### config.mk
export PLATFORM = sky130hd
export DESIGN_NAME = servo_angle_ramp_flat
export DESIGN_NICKNAME = d
export VERILOG_FILES = /design/src/rtl/servo_angle_ramp_pkg.sv /design/src/rtl/servo_angle_ramp_if.sv /design/src/rtl/servo_angle_ramp_slew.sv /design/src/rtl/servo_angle_ramp.sv /design/src/flat_wrapper.sv
export SDC_FILE = /design/constraint.sdc
export NUM_CORES = 1
export LEC_CHECK = 0
export ABC_AREA = 1
export CELL_PAD_IN_SITES_DETAIL_PLACEMENT = 0
export CELL_PAD_IN_SITES_GLOBAL_PLACEMENT = 2
export CORE_ASPECT_RATIO = 1.25
export CORE_MARGIN = 1
export CORE_UTILIZATION = 32
export CTS_CLUSTER_DIAMETER = 60
export DETAILED_ROUTE_END_ITERATION = 10
export PLACE_DENSITY_LB_ADDON = 0.1
export SYNTH_ARGS = -nofsm -noshare
export SYNTH_HDL_FRONTEND = slang
export SYNTH_SLANG_ARGS = --single-unit
### constraint.sdc
create_clock -name clk -period 3.5 [get_ports clk]
set_input_delay 0.35 -clock clk [delete_from_list [all_inputs] [get_ports clk]]
set_output_delay 0.35 -clock clk [all_outputs]
set_load 0.03 [all_outputs]
### src/rtl/servo_angle_ramp_pkg.sv
// servo_pkg: shared angle type, servo limits, ramp FSM states and target clamp helper
package servo_pkg;
  typedef logic [7:0] angle_t;
  localparam int MAX_ANGLE = 180;
  localparam int NUM_SERVOS = 4;
  typedef enum logic [1:0] {WAIT, STEP, PULSE} ramp_state_t;
  function automatic angle_t clamp_angle(angle_t a);
    return (a > angle_t'(MAX_ANGLE)) ? angle_t'(MAX_ANGLE) : a;
  endfunction
endpackage

### src/rtl/servo_angle_ramp_if.sv
// servo_angle_ramp_if: target handshake (tgt_valid/tgt_ready/tgt_angle1..4) in, commanded angles, nextangle strobe and at_target out
interface servo_angle_ramp_if;
  import servo_pkg::*;
  logic   tgt_valid;
  logic   tgt_ready;
  angle_t tgt_angle1, tgt_angle2, tgt_angle3, tgt_angle4;
  angle_t angle1, angle2, angle3, angle4;
  logic   nextangle;
  logic   at_target;
  modport master (
    output tgt_valid, tgt_angle1, tgt_angle2, tgt_angle3, tgt_angle4,
    input  tgt_ready, angle1, angle2, angle3, angle4, nextangle, at_target
  );
  modport slave (
    input  tgt_valid, tgt_angle1, tgt_angle2, tgt_angle3, tgt_angle4,
    output tgt_ready, angle1, angle2, angle3, angle4, nextangle, at_target
  );
endinterface

### src/rtl/servo_angle_ramp_slew.sv
// angle_slew_step: combinational next angle (cur, tgt, step in; nxt out), moving cur toward tgt by at most step without overshoot
module angle_slew_step
  import servo_pkg::*;
(
  input  angle_t cur,
  input  angle_t tgt,
  input  angle_t step,
  output angle_t nxt
);
  logic signed [8:0] d;
  logic [8:0] mag;
  assign d = $signed({1'b0, tgt}) - $signed({1'b0, cur});
  assign mag = d[8] ? -d : d;
  assign nxt = (mag <= {1'b0, step}) ? tgt : d[8] ? cur - step : cur + step;
endmodule

### src/rtl/servo_angle_ramp.sv
// servo_angle_ramp: slews four servo angles toward handshaked targets once per frame (clk, rst, bus slave: targets in, angle1..4/nextangle/at_target out)
module servo_angle_ramp #(
  parameter int FRAME_CYCLES = 1000001,
  parameter int STEP = 2,
  parameter int HOME_ANGLE = 90
) (
  input logic clk,
  input logic rst,
  servo_angle_ramp_if.slave bus
);
  import servo_pkg::*;
  if (STEP < 1 || STEP > MAX_ANGLE) begin : g_bad_step
    $error("STEP must be within 1..180");
  end
  if (FRAME_CYCLES < 4 || FRAME_CYCLES > (1 << 20)) begin : g_bad_frame
    $error("FRAME_CYCLES must be within 4..2^20");
  end
  if (HOME_ANGLE < 0 || HOME_ANGLE > MAX_ANGLE) begin : g_bad_home
    $error("HOME_ANGLE must be within 0..180");
  end
  localparam angle_t HOME = angle_t'(HOME_ANGLE);
  ramp_state_t state;
  logic [19:0] fcnt;
  logic tick, acc, update, init_pending, strobe, done;
  logic diff, hit_nxt, hit_in;
  angle_t tgt_in [NUM_SERVOS];
  angle_t cur [NUM_SERVOS];
  angle_t tgt [NUM_SERVOS];
  angle_t nxt [NUM_SERVOS];
  assign tick = fcnt == 20'(FRAME_CYCLES - 1);
  assign acc = bus.tgt_valid && bus.tgt_ready;
  assign update = diff || init_pending;
  assign tgt_in = '{clamp_angle(bus.tgt_angle1), clamp_angle(bus.tgt_angle2),
                    clamp_angle(bus.tgt_angle3), clamp_angle(bus.tgt_angle4)};
  assign bus.tgt_ready = state != servo_pkg::STEP;
  assign bus.nextangle = strobe;
  assign bus.at_target = done;
  assign bus.angle1 = cur[0];
  assign bus.angle2 = cur[1];
  assign bus.angle3 = cur[2];
  assign bus.angle4 = cur[3];
  genvar i;
  for (i = 0; i < NUM_SERVOS; i++) begin : g_ch
    angle_slew_step u_slew (
      .cur  (cur[i]),
      .tgt  (tgt[i]),
      .step (angle_t'(STEP)),
      .nxt  (nxt[i])
    );
  end
  always_comb begin
    diff = 1'b0;
    hit_nxt = 1'b1;
    hit_in = 1'b1;
    for (int k = 0; k < NUM_SERVOS; k++) begin
      diff = diff | (cur[k] != tgt[k]);
      hit_nxt = hit_nxt & (nxt[k] == tgt[k]);
      hit_in = hit_in & (cur[k] == tgt_in[k]);
    end
  end
  always_ff @(posedge clk) begin
    if (rst) begin
      fcnt <= '0;
      state <= WAIT;
      strobe <= 1'b0;
      done <= 1'b1;
      init_pending <= 1'b1;
      for (int k = 0; k < NUM_SERVOS; k++) begin
        cur[k] <= HOME;
        tgt[k] <= HOME;
      end
    end else begin
      fcnt <= tick ? '0 : fcnt + 20'd1;
      if (acc) begin
        tgt <= tgt_in;
        done <= hit_in;
      end
      case (state)
        WAIT: state <= tick ? servo_pkg::STEP : WAIT;
        servo_pkg::STEP: begin
          cur <= nxt;
          done <= hit_nxt;
          strobe <= update;
          state <= update ? PULSE : WAIT;
        end
        PULSE: begin
          strobe <= 1'b0;
          init_pending <= 1'b0;
          state <= WAIT;
        end
        default: state <= WAIT;
      endcase
    end
  end
endmodule
### src/flat_wrapper.sv
// flat-port wrapper written by rule: the top's interface ports become plain ports
module servo_angle_ramp_flat import servo_pkg::*;
#(
  parameter int FRAME_CYCLES = 1000001,
  parameter int STEP = 2,
  parameter int HOME_ANGLE = 90
)
  (clk, rst, bus_tgt_valid, bus_tgt_angle1, bus_tgt_angle2, bus_tgt_angle3, bus_tgt_angle4, bus_tgt_ready, bus_angle1, bus_angle2, bus_angle3, bus_angle4, bus_nextangle, bus_at_target);
  servo_angle_ramp_if bus_i ();
  input logic clk;
  input logic rst;
  input wire logic [$bits(bus_i.tgt_valid)-1:0] bus_tgt_valid;
  input wire logic [$bits(bus_i.tgt_angle1)-1:0] bus_tgt_angle1;
  input wire logic [$bits(bus_i.tgt_angle2)-1:0] bus_tgt_angle2;
  input wire logic [$bits(bus_i.tgt_angle3)-1:0] bus_tgt_angle3;
  input wire logic [$bits(bus_i.tgt_angle4)-1:0] bus_tgt_angle4;
  output wire logic [$bits(bus_i.tgt_ready)-1:0] bus_tgt_ready;
  output wire logic [$bits(bus_i.angle1)-1:0] bus_angle1;
  output wire logic [$bits(bus_i.angle2)-1:0] bus_angle2;
  output wire logic [$bits(bus_i.angle3)-1:0] bus_angle3;
  output wire logic [$bits(bus_i.angle4)-1:0] bus_angle4;
  output wire logic [$bits(bus_i.nextangle)-1:0] bus_nextangle;
  output wire logic [$bits(bus_i.at_target)-1:0] bus_at_target;
  assign bus_i.tgt_valid = bus_tgt_valid;
  assign bus_i.tgt_angle1 = bus_tgt_angle1;
  assign bus_i.tgt_angle2 = bus_tgt_angle2;
  assign bus_i.tgt_angle3 = bus_tgt_angle3;
  assign bus_i.tgt_angle4 = bus_tgt_angle4;
  assign bus_tgt_ready = bus_i.tgt_ready;
  assign bus_angle1 = bus_i.angle1;
  assign bus_angle2 = bus_i.angle2;
  assign bus_angle3 = bus_i.angle3;
  assign bus_angle4 = bus_i.angle4;
  assign bus_nextangle = bus_i.nextangle;
  assign bus_at_target = bus_i.at_target;
  servo_angle_ramp #(.FRAME_CYCLES(FRAME_CYCLES), .STEP(STEP), .HOME_ANGLE(HOME_ANGLE)) u_core (.clk(clk), .rst(rst), .bus(bus_i));
endmodule
Word level (Yosys, flattened, before mapping)

Index checks and enable logic that the tools add are counted.

Register bits after elaboration: 89
Bits of input ports: 35
Bits in writable memories: 0
Memories: 0
Output and inout bits: 35
Word-level logic and storage cells: 91
Memory bits (read-only): 0
Bits in latches: 0

Mux-type cells: 22
Add/sub/neg operators: 17
Shifts and indexed selects: 0
Equal/unequal tests: 16
Multipliers: 0
$lt $le $gt $ge: 8
Bitwise logic cells: 9
Reduce and logical (&&, ||, !) cells: 6
Divide/modulo/power cells: 0

Operator list:

| cell                                                            | number |
|---|---|
| two-way mux 8 bit                                               | 12 |
| == test 8 bit                                                   | 8 |
| less-or-equal comparator 9 x 2 -> 1 bit (second input constant) | 4 |
| two-way mux 9 bit                                               | 4 |
| negator 9 bit                                                   | 4 |
| subtractor 8 x 8 -> 9 bit                                       | 4 |
| adder 8 x 2 -> 8 bit (second input constant)                    | 4 |
| > comparator 8 bit (second input constant)                      | 4 |
| != test 8 bit                                                   | 4 |
| subtractor 8 x 2 -> 8 bit (second input constant)               | 4 |
| adder 20 x 1 -> 20 bit (second input constant)                  | 1 |
| == test 20 bit (second input constant)                          | 1 |
| AND 1 bit                                                       | 6 |
| case mux 2 bit (2 select lines)                                 | 1 |
| nonzero test 2 bit                                              | 2 |
| two-way mux 1 bit                                               | 3 |
| bitwise OR 1 bit                                                | 3 |
| == test 2 x 1 -> 1 bit (second input constant)                  | 1 |
| == test 2 bit (second input constant)                           | 1 |
| zero test 2 bit                                                 | 1 |
| two-way mux 2 bit                                               | 1 |
| != test 2 x 1 -> 1 bit (second input constant)                  | 1 |
| case mux 1 bit (2 select lines)                                 | 1 |
| OR reduction 2 bit                                              | 1 |
| 2 further kinds                                                 | 2 |

Longest topological paths before layout

Word-level depth: 10
Mapped depth: 25
Gate-level depth less buffers: 25

By module

From an unflattened synthesis, not the netlist that was laid out.

Cell total of the unflattened synthesis: 1,776
Area, all modules: 10,936.7 sq um

By module, submodules not included:

| module                                  | times used | seq. area each (sq um) | cells each | area each (sq um) |
|---|---|---|---|---|
| servo_angle_ramp                        | 1          | 1,781.7                | 769        | 5,064.9 |
| angle_slew_step (u_core.g_ch[1].u_slew) | 1          | 0.0                    | 253        | 1,477.7 |
| angle_slew_step (u_core.g_ch[3].u_slew) | 1          | 0.0                    | 253        | 1,468.9 |
| angle_slew_step (u_core.g_ch[0].u_slew) | 1          | 0.0                    | 248        | 1,467.7 |
| angle_slew_step (u_core.g_ch[2].u_slew) | 1          | 0.0                    | 253        | 1,457.6 |

Worst setup path before layout

No wires, ideal clock.

Kind: flip-flop to flip-flop
Start point: register u_core.cur (netlist bit u_core.bus.angle1[1])
End point: register u_core.done, in the netlist u_core.bus.at_target
Cell stages (with the launch flop): 21
Clock period less this slack: 3.380 ns
Path buffers: 0
Arrival time: 3.322 ns
Slack: 0.120 ns
Required time: 3.442 ns
Setup time: 0.058 ns
Cell sequence: dfxtp_1 > inv_1 > fa_1 > nand2_1 > nand2_2 > nand3_2 > nand2_2 > inv_2 > ha_1 > a21oi_1 > o21ai_0 > a21o_1 > a21oi_1 > xor2_1 > nand3b_1 > nand4_1 > nor2_1 > nand2_1 > nor2_1 > nand3_1 > nand2_1

Longest elaborated chain between the ends: 10
Elaborated cells between the ends (all ways): 18
Those cells by class: add/sub (4); order compare (1); eq/ne (2); mux (5); bitwise (6)

Ends and longest elaborated chain:

| item                                    | line                        | text |
|---|---|---|
| start: declaration                      | servo_angle_ramp.sv:27      | `angle_t cur [NUM_SERVOS];` |
| start signal: assignment                | servo_angle_ramp.sv:81      | `cur <= nxt;` |
| subtractor 8 x 8 -> 9 bit               | servo_angle_ramp_slew.sv:12 | `assign d = $signed({1'b0, tgt}) - $signed({1'b0, cur});` |
| negator 9 bit                           | servo_angle_ramp_slew.sv:13 | `assign mag = d[8] ? -d : d;` |
| two-way mux 9 bit                       | servo_angle_ramp_slew.sv:13 |  |
| less-or-equal comparator 9 x 2 -> 1 bit | servo_angle_ramp_slew.sv:14 | `assign nxt = (mag <= {1'b0, step}) ? tgt : d[8] ? cur - step : cur + step;` |
| two-way mux 8 bit                       | servo_angle_ramp_slew.sv:14 |  |
| == test 8 bit                           | servo_angle_ramp.sv:57      | `hit_nxt = hit_nxt & (nxt[k] == tgt[k]);` |
| AND 1 bit (3 in series)                 | servo_angle_ramp.sv:57      |  |
| two-way mux 1 bit (*)                   | servo_angle_ramp.sv:78      | `case (state)` |
| end signal: assignment                  | servo_angle_ramp.sv:76      | `done <= hit_in;` |
| end signal: assignment                  | servo_angle_ramp.sv:82      | `done <= hit_nxt;` |
| end: declaration                        | servo_angle_ramp.sv:24      | `logic tick, acc, update, init_pending, strobe, done;` |

Every way passes the cells marked *; elsewhere a longest branch is shown, timed or not. The select of a mux whose other input is x is not followed.
A chain may end at the register's enable or synchronous reset.

Final worst setup path

Start point: register u_core.tgt[16] (netlist name)
End point: register u_core.done, in the netlist u_core.bus.at_target

Longest elaborated chain between the ends: 10
Elaborated cells between the ends (all ways): 11
Those cells by class: add/sub (2); order compare (1); eq/ne (1); mux (4); bitwise (3)

Ends and longest elaborated chain:

| item                                    | line                        | text |
|---|---|---|
| start: declaration                      | servo_angle_ramp.sv:28      | `angle_t tgt [NUM_SERVOS];` |
| start signal: assignment                | servo_angle_ramp.sv:75      | `tgt <= tgt_in;` |
| subtractor 8 x 8 -> 9 bit               | servo_angle_ramp_slew.sv:12 |  |
| negator 9 bit                           | servo_angle_ramp_slew.sv:13 |  |
| two-way mux 9 bit                       | servo_angle_ramp_slew.sv:13 |  |
| less-or-equal comparator 9 x 2 -> 1 bit | servo_angle_ramp_slew.sv:14 |  |
| two-way mux 8 bit                       | servo_angle_ramp_slew.sv:14 |  |
| == test 8 bit (*)                       | servo_angle_ramp.sv:57      |  |
| AND 1 bit (*) (3 in series)             | servo_angle_ramp.sv:57      |  |
| two-way mux 1 bit (*)                   | servo_angle_ramp.sv:78      |  |

Every way passes the cells marked *; elsewhere a longest branch is shown, timed or not.

==> flow_metrics.env <==
export IMPL_outcome="finished, final reports clean"
export IMPL_ys_warnings_count=0
export IMPL_p_per_area_mw_per_mm2=343.6
export IMPL_required_ps=3800
export IMPL_syn_num_nets=1428
export IMPL_rows=65
export IMPL_drive_above_1_share=0.1164
export IMPL_synth_top_cell_by_area="dfxtp_1"
export IMPL_p_leak_uw=0.005205
export IMPL_critPathKind="register to register"
export IMPL_grt_max_degree=56
export IMPL_vias_per_cell=4.851
export IMPL_final_max_slew_viol_count=0
export IMPL_fin_skew_ps=12.25
export IMPL_die_h_um=180.6
export IMPL_seq_area_frac_synth=0.2183
export IMPL_setup_viol=0
export IMPL_clock_latency_ps=360
export IMPL_worstMarginPinSlew_ps=716.4
export IMPL_clk_pin_slew_worst_paths_ps=70
export IMPL_synthCells=1324
export IMPL_nFillCells=2782
export IMPL_irDropWorstVdd_mv=0.2379
export IMPL_slew_headroom=0.5212
export IMPL_maxCapViolations=0
export IMPL_cp_max_fo=7
export IMPL_syn_area_sq_mm=0.008163
export IMPL_groute_usage_overall=0.2300
export IMPL_fin_crit_ps=3231
export IMPL_final_cell_mix="297 x nand2_1, 218 x inv_1, 119 x nand3_1"
export IMPL_antenna_found_initial=0
export IMPL_n_antenna_cell=0
export IMPL_port_buffers=69
export IMPL_wirelength_um=29080
export IMPL_cts_inserted_buffers=9
export IMPL_clockRootBuffer="clkbuf_16"
export IMPL_worstSetupStartpointType="register"
export IMPL_ioPinCount=70
export IMPL_end_kind="register"
export IMPL_drtIter0Drc=477
export IMPL_worst_slack_ps=269.3
export IMPL_clock_sinks=89
export IMPL_cp_arrival_ps=3540
export IMPL_final_common_cell="nand2_1"
export IMPL_dp_hpwl_um=23230
export IMPL_die_w_um=144.9
export IMPL_place_area_sq_mm=0.009697
export IMPL_nets=1560
export IMPL_place_congestion=0.8348
export IMPL_htree_levels=3
export IMPL_dp_slack_ps=60.17
export IMPL_synthTopCellsByArea="dfxtp_1 22%, nand2_1 14%, inv_1 10%"
export IMPL_ant_nets=0
export IMPL_hold_viol=0
export IMPL_wl_per_cell_um=16.20
export IMPL_synth_top_area_share=0.2183
export IMPL_period_share=0.9230
export IMPL_grt_pass1_wl_um=45320
export IMPL_die_area_sq_mm=0.02616
export IMPL_syn2layout_area_growth_pct=25.28
export IMPL_grt_pass1_vias=8297
export IMPL_min_path_type="register to register"
export IMPL_num_vias=8707
export IMPL_drc_errors=0
export IMPL_max_freq_mhz=309.5
export IMPL_coreArea_sq_mm=0.02513
export IMPL_synth_ff_latch_count=89
export IMPL_grt_ovfl_total=0
export IMPL_cts_tree="built"
export IMPL_cts_buffer_depth=2
export IMPL_fin_area_sq_mm=0.01023
export IMPL_drtPass1Iterations=5
export IMPL_synth_avg_cell_area_sq_um=6.165
export IMPL_ys_types=47
export IMPL_initial_core_util=0.3248
export IMPL_fin_util=0.4069
## power by group
part | leakage, uW | switching, uW | internal [uW]
Clock | 0.000130 | 455 | 485
Combinational | 0.00435 | 894 | 602
Sequential | 0.000728 | 33.9 | 1040
Total | 0.00521 | 1380 | 2130
## logic make-up after synthesis
family,count (synthesis),share of synthesized area
AND/OR/NAND/NOR,612,0.3360
buffers and inverters,264,0.1257
AO/OA/AOI/OAI,252,0.1662
flip-flops,89,0.2183
adder cells (fa/ha/maj),69,0.1131
XOR/XNOR,38,0.04077
## per-stage QoR
stage | std cells | TNS (ps) | total power, uW | hold slack, ps
global placement | 1769 | 0 | 2510 | 433.2
CTS | 1784 | 0 | 3465 | 462.2
finish | 1795 | 0 | 3514 | 461.5
detailed placement | 1769 | 0 | 2505 | 448.8
floorplan | 1324 | 0 | 2067 | 417.3
global route | 1795 | -13.25 | 3785 | 486.6
## registers in the layout, indices dropped and copies added (netlist names)
signal	count
u_core.tgt	32
u_core.fcnt	20
u_core.bus.angle1	8
u_core.bus.angle2	8
u_core.bus.angle3	8
u_core.bus.angle4	8
u_core.state	2
u_core.bus.at_target	1
u_core.bus.nextangle	1
u_core.init_pending	1
## worst max-delay path, cell delays in order, from the launching register on
cell	delay (ps)
dfxtp_2	330
inv_2	60
ha_1	140
inv_1	60
fa_2	370
nand2_1	100
nand2_2	80
nand3_2	100
nand2_2	80
clkinv_4	90
ha_2	300
a21oi_1	160
o21ai_1	100
a21o_1	170
a21oi_2	170
xor2_2	200
nand3b_1	150
nand4_1	90
nor2_1	110
nand2_1	70
nor2_2	100
nand3_1	70
nand2_1	60
## path summary, 6_finish.rpt
check / from / end / slack, ps / cells past startpoint
setup / recovery: u_core.tgt[16] / u_core.bus.at_target / 270 / 22
hold / removal: u_core.fcnt[9] / u_core.fcnt[9] / 460 / 2
setup reg to reg: u_core.tgt[16] / u_core.bus.at_target / 270 / 22
hold reg to reg: u_core.fcnt[9] / u_core.fcnt[9] / 460 / 2
## metal layers
| layer | wire, um | part of all wire | GRT usage | vias up |
|---|---|---|---|---|
| li1 | - | - | - | 4556 |
| met1 | 13430 | 0.46 | 0.2980 | 3946 |
| met2 | 13780 | 0.47 | 0.3892 | 179 |
| met3 | 1206 | 0.041 | 0.03455 | 26 |
| met4 | 657 | 0.023 | 0.06526 | 0 |
| met5 | 0 | 0 | 0 | - |
## cells in the mapped netlist (all sizes together)
library cell    n
a2111oi         1
a211oi          4
a21boi          1
a21o            3
a21oi         104
a221oi          2
a31oi           1
and2            1
and3            1
buf             9
clkbuf         26
clkinv          1
dfxtp          89
fa              8
ha             61
inv           228
nand2         304
nand3         126
nand3b         26
nand4          16
nor2          103
nor3           14
nor3b           8
nor4            3
o211ai          6
o21a            3
o21ai         115
o21bai          3
o221ai          1
o22ai           8
or2            10
xnor2           6
xor2           32
## repair_timing
| action | CTS | global route |
|---|---|---|
| setup endpoints to repair | 0 | 2 |
| resized for setup | 0 | 50 |
| buffers inserted | 0 | 11 |
| hold buffers | 0 | 0 |
## area by class of cell
type                            count  area, sq um  area share
Clock buffer                       10        229.0     0.02239
Clock inverter                      5        38.79    0.003793
Inverter                          229        872.1     0.08528
Multi-Input combinational cell    971         5512      0.5390
Sequential cell                    89         1784      0.1745
Tap cell                          335        419.2     0.04099
Timing Repair Buffer              156         1371      0.1341
No activity file was read; power rests on OpenSTA's default activity.
==> edit 1 (same settings) <==
Reset style: asynchronous (`rst`), changed in one clocked block.
--- a/src/rtl/servo_angle_ramp.sv
+++ b/src/rtl/servo_angle_ramp.sv
@@ -58,7 +58,7 @@
       hit_in = hit_in & (cur[k] == tgt_in[k]);
     end
   end
-  always_ff @(posedge clk) begin
+  always_ff @(posedge clk or posedge rst) begin
     if (rst) begin
       fcnt <= '0;
       state <= WAIT;
Function: differs if rst is asserted again (counterexample within 4 cycles, from zero or initial values and one cycle with rst high); with rst held inactive, the same outputs for 10 cycles.
==> edit 1 against the original RTL <==
Largest power group unchanged. Routed wire length is 3.2% higher. Sequential power is 4% higher. Power is 2.3% higher. Final cell count is 0.67% higher. Cell area is 6.8% higher. Sequential cell count stayed put. Setup slack worse by 50 ps. Synthesized area is 3.4% higher.
==> edit 1: results (changes against the original RTL) <==
metric;value;unit;change
Critical Path Max Stage Delay;530;ps;+160 ps
Mapped Cells;1295;;-2.2%
Worst R2R Path Depth;21;;-4.5%
Comb pwr share;0.373;;-0.053
clock root cell;clkbuf_16;;
highest metal used;met4;;
Largest regs;u_core.tgt x32, u_core.fcnt x20;;
DPL Wire Length;24300;µm;+4.7%
met3 routed WL;650;µm;-46%
Switching Fraction;0.368;;-0.0259
top cells by area, synth;dfrtp_1, nand2_1, dfstp_2, inv_1, ha_1;;
met2 wire length;15100;µm;+9.9%
worst slew pin tran;767;ps;+50.7 ps
Leak Pwr;0.00549;µW;+5.4%
first-pass GRT wire length;47200;µm;+4.1%
met3 track demand over resource;0.0238;;-0.0107
worst r2r dst;u_core.bus.at_target;;
slowest library cell on the worst path;dfstp_2;;
power density cells;329;nW/µm²;-4.2%
port buffer count;69;;unchanged
Syn Nets;1399;;-2.0%
drt pass-1 iters;7;;+2
design area;10900;µm²;+6.8%
DRT iter0 DRCs;394;;-17%
met2 Track Usage GR;0.413;;+0.0236
layout net count;1566;;+0.38%
Netlist cell types;43;;-8.5%
gpl congestion;0.880;;+5.5%
start of the worst register-to-register path;u_core.bus.angle1[4];;
worst-skew pair later-pin latency;360;ps;about the same
ys async rst share;1.00;;+1.00
final wirelength;30000;µm;+3.2%
Flop+latch power;1120;µW;+4%
CP arrival;3590;ps;+50 ps
GR Layer Usage met1;0.278;;-0.0201
type of the most critical hold path;input pin to asynchronous set/reset pin;;
Peak VDD IR;0.264;mV;+11%
vias per cell;4.81;;-0.94%
status;complete, no violations;;
predominant post-synthesis flop cell;dfrtp_1;;
Fill cells;2842;;+2.2%
dpl cell area;10200;µm²;+5.0%
FF-to-FF setup slack;220;ps;-50 ps
register area share after synthesis;0.269;;+0.0506
post-layout instance count excluding filler cells;1807;;+0.67%
Post-synth top cells;nand2_1, inv_1, nand3_1, o21ai_0, nor2_1;;
gr usage total;0.230;;about the same
vias in the first global route;8637;;+4.1%
Setup crit end kind;flip-flop;;
met1 WL;13200;µm;-2.0%
Final Skew;5.28;ps;-6.97 ps
placed cells;1772;;+0.17%
fraction of layout cells with a size suffix above 1;0.164;;+0.0472
-- edit 1: repair_timing --
item | CTS | global route
pin swaps | 0 | 22
setup endpoints to repair | 1 | 3
gates cloned | 0 | 2
setup buffers | 0 | 17
gates resized for setup | 2 | 68
-- edit 1: metrics by stage --
step,utilization,hold slack [ps],worst slack [ps]
finish,0.421,485,220
global route,0.421,527,-42.7
CTS,0.406,489,17.6
detailed placement,0.392,483,1.27
global placement,0.392,476,49.6
floorplan,-,431,107
-- edit 1: cell type report --
class | instances | area [µm²] | share of cell area
Clock inverter | 5 | 85.1 | 0.00779
Multi-Input combinational cell | 970 | 5490 | 0.503
Sequential cell | 89 | 2270 | 0.208
Timing Repair Buffer | 181 | 1590 | 0.145
Tap cell | 340 | 425 | 0.0389
Clock buffer | 11 | 253 | 0.0231
Inverter | 211 | 810 | 0.0741
-- edit 1: cells by family after synthesis --
kind of cell | share of synthesized area
simple gates | 0.352
buf+inv | 0.109
compound gates | 0.125
flops | 0.269
fa+ha+maj | 0.109
xor+xnor | 0.0363
==> edit 2 (same settings) <==
Without the edit above. Change the package constant `MAX_ANGLE` from 180 to 128.
--- a/src/rtl/servo_angle_ramp_pkg.sv
+++ b/src/rtl/servo_angle_ramp_pkg.sv
@@ -1,7 +1,7 @@
 // servo_pkg: shared angle type, servo limits, ramp FSM states and target clamp helper
 package servo_pkg;
   typedef logic [7:0] angle_t;
-  localparam int MAX_ANGLE = 180;
+  localparam int MAX_ANGLE = 128;
   localparam int NUM_SERVOS = 4;
   typedef enum logic [1:0] {WAIT, STEP, PULSE} ramp_state_t;
   function automatic angle_t clamp_angle(angle_t a);
Check against the original RTL: same outputs for any inputs over 10 cycles, from zero or initial values and one cycle with rst high; that may be too few to reach the edited logic, so the function may still have changed.
==> edit 2 against the original RTL <==
Cell area is 0.68% higher. Routed wire length up 0.23%. Combinational power is 7% lower. Sequential cell count did not move. Via count down 1.4%. Critical path depth rose by 1. Power down 0.80%. Synthesized area grew 2.1%. Setup slack better by 36 ps. Final cell count rose by 0.11%. Largest cell class unchanged. Highest routed layer unchanged.
==> edit 2: results (changes against the original RTL) <==
metric;value;unit;change
post-cts gate resize count;0;;unchanged
DRT iter0 DRCs;490;;+2.7%
Worst R2R Path Depth;23;;+4.5%
Largest regs;u_core.tgt x32, u_core.fcnt x20;;
first-pass GRT wire length;44900;µm;-0.90%
antenna violations before repair;0;;unchanged
Synth Warn #;0;;unchanged
Setup Fix Bufs, Post-CTS;0;;unchanged
DPL Wire Length;23500;µm;+1.1%
#FFs+latches synth;89;;unchanged
pre-CTS setup slack;96.1;ps;+36.0 ps
dpl cell area;9770;µm²;+0.79%
gr usage total;0.221;;-0.00938
vias in the first global route;8102;;-2.4%
Critical Path Max Stage Delay;360;ps;
worst-skew pair later-pin latency;360;ps;about the same
Num CTS Buffers;9;;unchanged
drt pass-1 iters;5;;unchanged
layout net count;1561;;+0.064%
Final Skew;12.1;ps;-0.183 ps
Min-Delay Path Depth;1;;-1
clock buffer depth;2;;unchanged
CP arrival;3500;ps;-40 ps
clock root cell;clkbuf_16;;
Clock Pin Slew Worst Setup and Hold Paths;70;ps;about the same
Leak Pwr;0.00524;µW;+0.75%
Biggest register;u_core.tgt;;
# diodes;0;;unchanged
final wirelength;29100;µm;+0.23%
fraction of layout cells with a size suffix above 1;0.102;;-0.0145
type of the most critical hold path;flip-flop to flip-flop;;
final number of setup-violating endpoints;0;;unchanged
top cells by area, synth;dfxtp_1, nand2_1, inv_1, ha_1, nand3_1;;
CP Max Fanout;5;;-2
Switching Fraction;0.395;;+0.00181
Peak VDD IR;0.248;mV;+4.2%
worst slew pin tran;671;ps;-45.1 ps
gpl congestion;0.891;;+6.8%
Post-synth top cells;nand2_1, inv_1, nand3_1, o21ai_0, a21oi_1;;
ys async rst share;0;;unchanged
Netlist cell types;51;;+8.5%
Syn Nets;1446;;+1.3%
largest net degree at the start of global routing;52;;-7.1%
port buffer count;69;;unchanged
slowest library cell on the worst path;fa_2;;
predominant post-synthesis flop cell;dfxtp_1;;
H-tree levels;3;;unchanged
Hold Vio Cnt, Final;0;;unchanged
status;complete, no violations;;
via count;8589;;-1.4%
register area share after synthesis;0.214;;-0.00459
Crit path max-delay family;simple AND/OR/NAND/NOR gates;;
[edit 2: changes by cell type after synthesis, moves of 4 or more]
cell,change
nand2_1,+24
nor2_1,-18
xor2_1,+13
o21ai_0,-11
inv_1,+9
nand4_1,+9
o22ai_1,-7
a21oi_1,-6
nor3b_1,-6
nand3_1,+5
nor3_1,-4
[edit 2: per-stage QoR]
step | instances | TNS (ps)
4_1_cts | 1790 | 0
3_3_place_gp | 1774 | 0
2_1_floorplan | 1342 | 0
5_1_grt | 1797 | -21.4
3_5_place_dp | 1774 | 0
6_report | 1797 | 0
[edit 2: per-layer routing]
metal / vias to the layer above / global-route usage / wire (µm)
met5: - / 0 / 0
met4: 0 / 0.0767 / 693
met3: 24 / 0.0240 / 791
met2: 109 / 0.400 / 14500
met1: 3882 / 0.268 / 13100
li1: 4574 / - / -
[edit 2: final cells by class]
cell class	count	area [µm²]
clock buffers	10	239
repair buffers	139	1240
inverters	238	906
clock inverters	6	61.3
multi-input cells	980	5650
well taps	335	419
fillers	2794	15200
flip-flops and latches	89	1780
[edit 2: final timing paths]
kind	end	start	slack (ps)
setup / recovery	u_core.bus.at_target	u_core.tgt[8]	310
hold reg to reg	u_core.fcnt[0]	u_core.fcnt[0]	460
hold / removal	u_core.fcnt[0]	u_core.fcnt[0]	460
setup reg to reg	u_core.bus.at_target	u_core.tgt[8]	310
[edit 2: kinds of logic after synthesis]
family          Yosys count  share of synthesized area
compound gates          223                      0.143
xor+xnor                 55                     0.0587
fa+ha+maj                69                      0.111
buf+inv                 273                      0.128
flops                    89                      0.214
simple gates            633                      0.346
[edit 2: power by group through the flow]
stage	registers, µW	logic (µW)	clock network, µW
after CTS	1080	1330	1050
after global routing	1080	1580	1070
after detailed placement	1100	1320	0
after floorplan	1090	942	0
after global placement	1100	1330	0
final	1080	1390	1020
